## src/rtl/keypad_scanner.sv

```systemverilog
// keypad_scanner
//   Scans a 4x4 hex keypad one column at a time, debounces presses and
//   releases, and presents each accepted key as a hex code for a RAT input
//   port. Each accepted key also raises a one-cycle interrupt pulse.
//
// Ports
//   CLK        system clock
//   RST        synchronous active-high reset
//   ROWS[3:0]  keypad rows, active-low, asynchronous to CLK
//   KEY_ACK    one-cycle pulse from the port-read decode; clears KEY_VALID/OVERRUN
//   COLS[3:0]  column drive, active-low, exactly one bit low
//   KEY_CODE   {4'h0, hex key} of the most recent accepted key
//   KEY_VALID  high from key accept until KEY_ACK
//   INTR       one-cycle pulse per accepted key
//   OVERRUN    sticky: a key was accepted while KEY_VALID was still high
//
// state    | meaning
// ---------+---------------------------------------------------------------
// SCAN     | rotating columns, looking for exactly one low row on a tick
// DEBOUNCE | column frozen, counting ticks that repeat the captured pattern
// HELD     | key accepted, column frozen, counting all-high ticks to release
module keypad_scanner #(
   parameter int SCAN_DIV       = 100000,
   parameter int DEBOUNCE_SCANS = 4
) (
   input  logic       CLK,
   input  logic       RST,
   input  logic [3:0] ROWS,
   input  logic       KEY_ACK,
   output logic [3:0] COLS,
   output logic [7:0] KEY_CODE,
   output logic       KEY_VALID,
   output logic       INTR,
   output logic       OVERRUN
);

   localparam int DIV_W = $clog2(SCAN_DIV);
   localparam int CNT_W = $clog2(DEBOUNCE_SCANS + 1);
   localparam logic [DIV_W-1:0] DIV_LOAD = DIV_W'(SCAN_DIV - 1);
   localparam logic [CNT_W-1:0] DEB_TC   = CNT_W'(DEBOUNCE_SCANS);

   typedef enum logic [1:0] {
      ST_SCAN,
      ST_DEBOUNCE,
      ST_HELD
   } state_t;

   state_t           state_q, state_d;
   logic [3:0]       rows_meta_q, rows_meta_d;
   logic [3:0]       rows_s_q, rows_s_d;
   logic [DIV_W-1:0] div_q, div_d;
   logic [1:0]       col_q, col_d;
   logic [1:0]       row_q, row_d;
   logic [3:0]       pat_q, pat_d;
   logic [CNT_W-1:0] match_cnt_q, match_cnt_d;
   logic [CNT_W-1:0] rel_cnt_q, rel_cnt_d;
   logic [7:0]       key_code_q, key_code_d;
   logic             key_valid_q, key_valid_d;
   logic             intr_q, intr_d;
   logic             overrun_q, overrun_d;

   logic             tick;
   logic             one_low;
   logic [1:0]       row_idx;
   logic             accept;
   logic [1:0]       accept_row;

   function automatic logic [3:0] key_map(input logic [1:0] r, input logic [1:0] c);
      logic [3:0] k;
      case ({r, c})
         4'h0: k = 4'h1;  4'h1: k = 4'h2;  4'h2: k = 4'h3;  4'h3: k = 4'hA;
         4'h4: k = 4'h4;  4'h5: k = 4'h5;  4'h6: k = 4'h6;  4'h7: k = 4'hB;
         4'h8: k = 4'h7;  4'h9: k = 4'h8;  4'hA: k = 4'h9;  4'hB: k = 4'hC;
         4'hC: k = 4'hE;  4'hD: k = 4'h0;  4'hE: k = 4'hF;  default: k = 4'hD;
      endcase
      return k;
   endfunction

   // Divider is a down-counter; the tick falls on the same cycle an up-count
   // from zero would reach SCAN_DIV-1.
   assign tick = (div_q == '0);

   // Only a single low row is a press; none or several are ignored.
   always_comb begin
      one_low = 1'b1;
      row_idx = 2'd0;
      case (rows_s_q)
         4'b1110: row_idx = 2'd0;
         4'b1101: row_idx = 2'd1;
         4'b1011: row_idx = 2'd2;
         4'b0111: row_idx = 2'd3;
         default: one_low = 1'b0;
      endcase
   end

   always_comb begin
      state_d     = state_q;
      rows_meta_d = ROWS;
      rows_s_d    = rows_meta_q;
      div_d       = tick ? DIV_LOAD : div_q - DIV_W'(1);
      col_d       = col_q;
      row_d       = row_q;
      pat_d       = pat_q;
      match_cnt_d = match_cnt_q;
      rel_cnt_d   = rel_cnt_q;
      key_code_d  = key_code_q;
      key_valid_d = key_valid_q;
      intr_d      = 1'b0;
      overrun_d   = overrun_q;
      accept      = 1'b0;
      accept_row  = row_q;

      case (state_q)
         ST_SCAN: begin
            if (tick) begin
               if (one_low) begin
                  row_d = row_idx;
                  pat_d = rows_s_q;
                  if (DEBOUNCE_SCANS == 1) begin
                     accept     = 1'b1;
                     accept_row = row_idx;
                     rel_cnt_d  = '0;
                     state_d    = ST_HELD;
                  end else begin
                     match_cnt_d = CNT_W'(1);
                     state_d     = ST_DEBOUNCE;
                  end
               end else begin
                  col_d = col_q + 2'd1;
               end
            end
         end
         ST_DEBOUNCE: begin
            if (tick) begin
               if (rows_s_q == pat_q) begin
                  if (match_cnt_q + CNT_W'(1) == DEB_TC) begin
                     accept      = 1'b1;
                     match_cnt_d = '0;
                     rel_cnt_d   = '0;
                     state_d     = ST_HELD;
                  end else begin
                     match_cnt_d = match_cnt_q + CNT_W'(1);
                  end
               end else begin
                  match_cnt_d = '0;
                  col_d       = col_q + 2'd1;
                  state_d     = ST_SCAN;
               end
            end
         end
         ST_HELD: begin
            if (tick) begin
               if (rows_s_q == 4'hF) begin
                  if (rel_cnt_q + CNT_W'(1) == DEB_TC) begin
                     rel_cnt_d = '0;
                     col_d     = col_q + 2'd1;
                     state_d   = ST_SCAN;
                  end else begin
                     rel_cnt_d = rel_cnt_q + CNT_W'(1);
                  end
               end else begin
                  rel_cnt_d = '0;
               end
            end
         end
         default: state_d = ST_SCAN;
      endcase

      // Accept takes priority over a same-cycle KEY_ACK.
      if (accept) begin
         key_code_d  = {4'h0, key_map(accept_row, col_q)};
         key_valid_d = 1'b1;
         intr_d      = 1'b1;
         overrun_d   = overrun_q | key_valid_q;
      end else if (KEY_ACK) begin
         key_valid_d = 1'b0;
         overrun_d   = 1'b0;
      end
   end

   always_ff @(posedge CLK) begin
      if (RST) begin
         state_q     <= ST_SCAN;
         rows_meta_q <= 4'hF;
         rows_s_q    <= 4'hF;
         div_q       <= DIV_LOAD;
         col_q       <= 2'd0;
         row_q       <= 2'd0;
         pat_q       <= 4'hF;
         match_cnt_q <= '0;
         rel_cnt_q   <= '0;
         key_code_q  <= 8'h00;
         key_valid_q <= 1'b0;
         intr_q      <= 1'b0;
         overrun_q   <= 1'b0;
      end else begin
         state_q     <= state_d;
         rows_meta_q <= rows_meta_d;
         rows_s_q    <= rows_s_d;
         div_q       <= div_d;
         col_q       <= col_d;
         row_q       <= row_d;
         pat_q       <= pat_d;
         match_cnt_q <= match_cnt_d;
         rel_cnt_q   <= rel_cnt_d;
         key_code_q  <= key_code_d;
         key_valid_q <= key_valid_d;
         intr_q      <= intr_d;
         overrun_q   <= overrun_d;
      end
   end

   assign COLS      = ~(4'b0001 << col_q);
   assign KEY_CODE  = key_code_q;
   assign KEY_VALID = key_valid_q;
   assign INTR      = intr_q;
   assign OVERRUN   = overrun_q;

endmodule

```

## config.mk

```make
export PLATFORM = sky130hd
export DESIGN_NAME = keypad_scanner
export DESIGN_NICKNAME = d
export VERILOG_FILES = /design/src/rtl/keypad_scanner.sv
export SDC_FILE = /design/constraint.sdc
export NUM_CORES = 1
export LEC_CHECK = 0
export ABC_AREA = 0
export CORE_AREA = 2 2 98 91
export CTS_CLUSTER_DIAMETER = 50
export DETAILED_ROUTE_END_ITERATION = 10
export DIE_AREA = 0 0 100 93
export SLEW_MARGIN = 10
export SYNTH_ARGS = -nofsm -noshare
export SYNTH_HDL_FRONTEND = slang
export SYNTH_SLANG_ARGS = --single-unit
export TNS_END_PERCENT = 10
```

## constraint.sdc

```tcl
create_clock -name CLK -period 6.33 [get_ports CLK]
set_clock_uncertainty 0.15 [all_clocks]
set_input_delay 1.899 -clock CLK [delete_from_list [all_inputs] [get_ports CLK]]
set_output_delay 1.899 -clock CLK [all_outputs]
set_load 0.05 [all_outputs]
```

### Word-level counts from Yosys, hierarchy flattened

Memories as Yosys holds them, arrays and structs flattened. A register that Yosys moved wholly into a read port is not among the register bits.
Cells that the tools add are included.

* word-level logic and storage cells: 94
* memories kept: 1
* memory bits (read-only): 64
* input bits: 7
* register bits after elaboration: 44
* output and inout bits: 15

* muxes and demuxes: 40
* add/sub/neg operators: 4
* shift-type cells: 1
* equality and inequality tests: 21
* bitwise gates (word level): 2
* reductions and logical operators: 13

Memory list
* (no name shown): depth 16, bits a word 4, read ports 1, clocked after memory_dff 1, wr ports 0, RTL line 70 `case ({r, c})`

Operators by type and width (count)
* 3-bit 2-to-1 mux: 11
* 2-bit 2-to-1 mux: 15
* 2-bit inequality test, second input constant: 10
* 2-bit case mux with 3 select lines: 3
* 17-bit zero test: 1
* 17-bit by 1-bit subtractor with 17-bit output, second input constant: 1
* 4-bit == test, second input constant: 4
* 3-bit case mux with 2 select lines: 2
* 1-bit 2-to-1 mux: 9
* 8-bit AND reduction: 1
* 7-bit AND reduction: 1
* 3-bit by 1-bit adder with 3-bit output, second input constant: 2
* 3-bit == test, second input constant: 2
* 2-bit nonzero test: 3
* 5-bit AND reduction: 1
* 4-bit by 3-bit == test with 1-bit output, second input constant: 1
* 4-bit == test: 1
* 4-bit inverter: 1
* 4-bit AND reduction: 1
* 4-bit OR reduction: 1
* 1-bit by 2-bit left shift with 4-bit output, first input constant: 1
* 3-bit inequality test, second input constant: 1
* 3-bit AND reduction: 1
* 3-bit nonzero test: 1
* other kinds (6): 6

### Logic depth before layout (Yosys ltp)

* depth in word-level cells: 7
* gate-level depth with buffers: 8
* gate-level depth less buffers: 7

### Worst setup path after synthesis

No wires, ideal clock.

* path kind: register to output
* start point: reg col_q[0]
* end point: out COLS[0]
* path slack: 3260 ps
* stages on the path, launching flop included: 4
* buffers on the path: 0
* required time: 4281 ps
* arrival time: 1021 ps
* cell sequence: dfxtp_1 inv_1 ha_1 inv_1

* word-level cells in the longest chain between the ends: 2

Ends and longest elaborated chain
* start: declaration: RTL line 52 `logic [1:0] col_q, col_d;`
* start signal: assignment: RTL line 201 `col_q <= col_d;`
* 1-bit by 2-bit left shift with 4-bit output: RTL line 213 `assign COLS = ~(4'b0001 << col_q);`
* 4-bit inverter: RTL line 213
* end: declaration: RTL line 30 `output logic [3:0] COLS,`

Every way passes these cells.

==> flow_summary_export.csv <==
group,metric,value,unit
finish,nFillCells,885,
floorplan,dieArea,9300,um^2
global_route,grt_remaining_overflow,0,
clock_tree,clk_latency,0.30,ns
floorplan,ioPinCount,22,
route,viasPerCell,4.85,
timing,clock.fmax,0.246,GHz
yosys,avgSynthCellArea,8.85,um^2
route,route.vias.total,1874,
timing,period_share,0.642,
critical_path,end_kind,"flop",
global_route,grt_pass1_vias,1751,
critical_path,critPathMaxFanout,26,
outcome,status,"finished clean",
global_route,grt_max_degree,27,
critical_path,path_delay_family,"buffers and inverters",
timing,slew_headroom,0.393,
timing,worst_pin_slew,0.907,ns
clock_tree,ctsLongestPathBuffers,2,
clock_tree,htree_num_levels,2,
worst_hold_path,holdCritPathClass,"reg -> reg",
global_route,grt_first_pass_wirelength,7.96,mm
clock_tree,cts_tree,"done",
critical_path,critPathSlowestCell,"clkdlybuf4s50_1",
yosys,synth-seq-cells,48,
floorplan,start_util,0.291,
pwr,peakVddDrop,79.2,uV
route,ant_nets,0,
route,wire_per_inst,12.1,um
run,max-cap-violations,0,
yosys,ys_warn_count,0,
yosys,synth_area,2430,um^2
place,port_buffers,17,
critical_path,cp_num_buf_inv,2,
clock_tree,clk_pin_slew,0.08,ns
yosys,synth.distinct_cells,51,
clock_tree,ctsResizeCount,0,
finish,post-route-util,0.327,
finish,drive_gt1_frac,0.0986,
timing,finalMaxSlewViolations,0,
critical_path,cp_cell_sequence,"clkdlybuf4s50_1 > inv_1 > o211a_1 > or2_2 > a32o_1",
route,drt_iter0_markers,115,
global_route,track_usage,0.107,
route,drcViolationCount,0,
finish,antenna_cells,0,
place,routabilityCongestion,0.805,
critical_path,cp.arrival,4.11,ns
yosys,synth_flop_cell,"dfxtp_1",
place,dp_hpwl,3.37,mm
critical_path,path_class,"in -> reg",
route,routed_wl,4.67,mm
pwr,powerDensity,189,nW/um^2
pwr,p_total,0.514,mW
floorplan,rows,32,
floorplan,core_area,8330,um^2
global_route,antenna_found_initial,0,
yosys,synth-edff-count,0,
pwr,p_leak,0.997,nW
timing,setup_viol,0,
floorplan,fp.dieH,93,um
yosys,synth_cells,274,
clock_tree,cts-root-buf,"clkbuf_8",
clock_tree,cts_hold_buf,0,
floorplan,die_w,100,um
critical_path,slowest_delay,1.06,ns
timing,min_period,4.07,ns
timing,tns,0,ns
critical_path,worstPathRequired,6.38,ns
timing,hold_viol_final,0,
finish,area_delta_synth_final,12.3,%
yosys,async_reset_ff_frac,0,
timing,rsz0062_at_grt,"no",
clock_tree,cts_setup_buffers,0,
yosys,yosysSeqAreaShare,0.396,
route,first_pass_iters,4,
critical_path,cp-start-kind,"input port",
timing,post-route-worst-setup-slack,2.26,ns
clock_tree,cts.sinks,48,
finish,nets,302,
place,pre_cts_ws,1.96,ns
clock_tree,numCtsBuffers,5,
-- synthesized netlist by cell type (all sizes together), types with 3 or more instances --
| cell | count | area [um^2] |
|---|---|---|
| nor2 | 25 | 93.8 |
| o211ai | 3 | 22.5 |
| a21oi | 10 | 53.8 |
| nand2 | 25 | 93.8 |
| nor4 | 8 | 56.3 |
| clkbuf | 12 | 46.3 |
| xnor2 | 16 | 140 |
| or2 | 11 | 68.8 |
| or3 | 7 | 46.3 |
| ha | 11 | 138 |
| nand2b | 4 | 25.0 |
| buf | 5 | 41.3 |
| nand4 | 5 | 31.3 |
| mux2i | 10 | 100 |
| or4 | 5 | 41.3 |
| xor2 | 3 | 26.3 |
| o21ai | 9 | 45.0 |
| nor3 | 5 | 25.0 |
| dfxtp | 48 | 961 |
| inv | 15 | 56.3 |
| nand3 | 5 | 25.0 |
-- flip-flops by register name, indices dropped and copies added, names as in the netlist, 3 cells and up --
signal and count:
pat_q 4, KEY_CODE 4, rows_s_q 4, rel_cnt_q 3, rows_meta_q 4, match_cnt_q 3, div_q 17
-- final cells by class --
| type | count | area [um^2] | area share |
|---|---|---|---|
| multi-input combinational | 197 | 1330 | 0.489 |
| sequential | 48 | 961 | 0.353 |
| timing repair buffer | 17 | 170 | 0.0624 |
| tap | 102 | 128 | 0.0468 |
| clock buffer | 6 | 72.6 | 0.0266 |
| inverter | 15 | 56.3 | 0.0207 |
| clock inverter | 1 | 5.00 | 0.00184 |
-- where the power goes --
group / total (mW) / switching, mW / internal, mW
registers: 0.310 / 0.00421 / 0.306
clock network: 0.172 / 0.0967 / 0.0752
logic: 0.0319 / 0.0196 / 0.0124
-- cell usage in the layout (no fill, tap or decap), types with 5 or more instances in the layout --
cell / n
dfxtp_1: 48
nand2_1: 25
nor2_1: 25
clkdlybuf4s50_1: 17
xnor2_1: 16
inv_1: 15
or2_2: 11
ha_1: 11
mux2i_1: 10
a21oi_1: 9
o21ai_0: 9
nor4_1: 7
nor3_1: 5
nand4_1: 5
or3_1: 5
nand3_1: 5
clkbuf_8: 5
-- final timing paths --
kind,cells after the start,start,slack (ns),end
worst max-delay path,5,RST,2.26,rel_cnt_q[0]$_SDFFE_PP0P_
worst min-delay path,1,rows_meta_q[0]$_SDFF_PP1_,0.26,rows_s_q[0]$_SDFF_PP1_
worst max register to register,7,div_q[0]$_SDFF_PP1_,3.21,KEY_CODE[3]$_SDFFE_PP0P_
worst min register to register,1,rows_meta_q[0]$_SDFF_PP1_,0.26,rows_s_q[0]$_SDFF_PP1_
-- per-layer routing --
| layer | part of all wire | wire length [um] | track usage |
|---|---|---|---|
| met4 | 0.019 | 91 | 0.0479 |
| met1 | 0.50 | 2360 | 0.139 |
| met2 | 0.43 | 1990 | 0.166 |
| met3 | 0.049 | 230 | 0.0269 |
| met5 | 0 | 0 | 0 |
-- stage by stage --
step / instances / cell area, um^2 / hold slack [ns]
finish: 386 / 2730 / 0.265
detailed placement: 379 / 2650 / 0.250
global route: 386 / 2730 / 0.282
CTS: 386 / 2730 / 0.269
floorplan: 277 / 2440 / 0.230
global placement: 379 / 2650 / 0.242
-- worst register-to-register path, stage by stage, from the launching register on --
cell	delay, ns
dfxtp_1	0.33
inv_1	0.06
ha_1	0.20
or4b_2	0.66
or4_4	0.51
nor4_2	0.78
mux2i_1	0.26
nor2_1	0.05
-- cells by family after synthesis --
kind of cell	synth area share
muxes	0.0598
DFF	0.396
buffers and inverters	0.0593
and+or+nand+nor	0.250
other	0.00155
xor gates and xnor gates	0.0686
adders and majority gates	0.0567
AOI/OAI and AO/OA	0.108
Note: power is estimated with default switching activity, not from simulation.
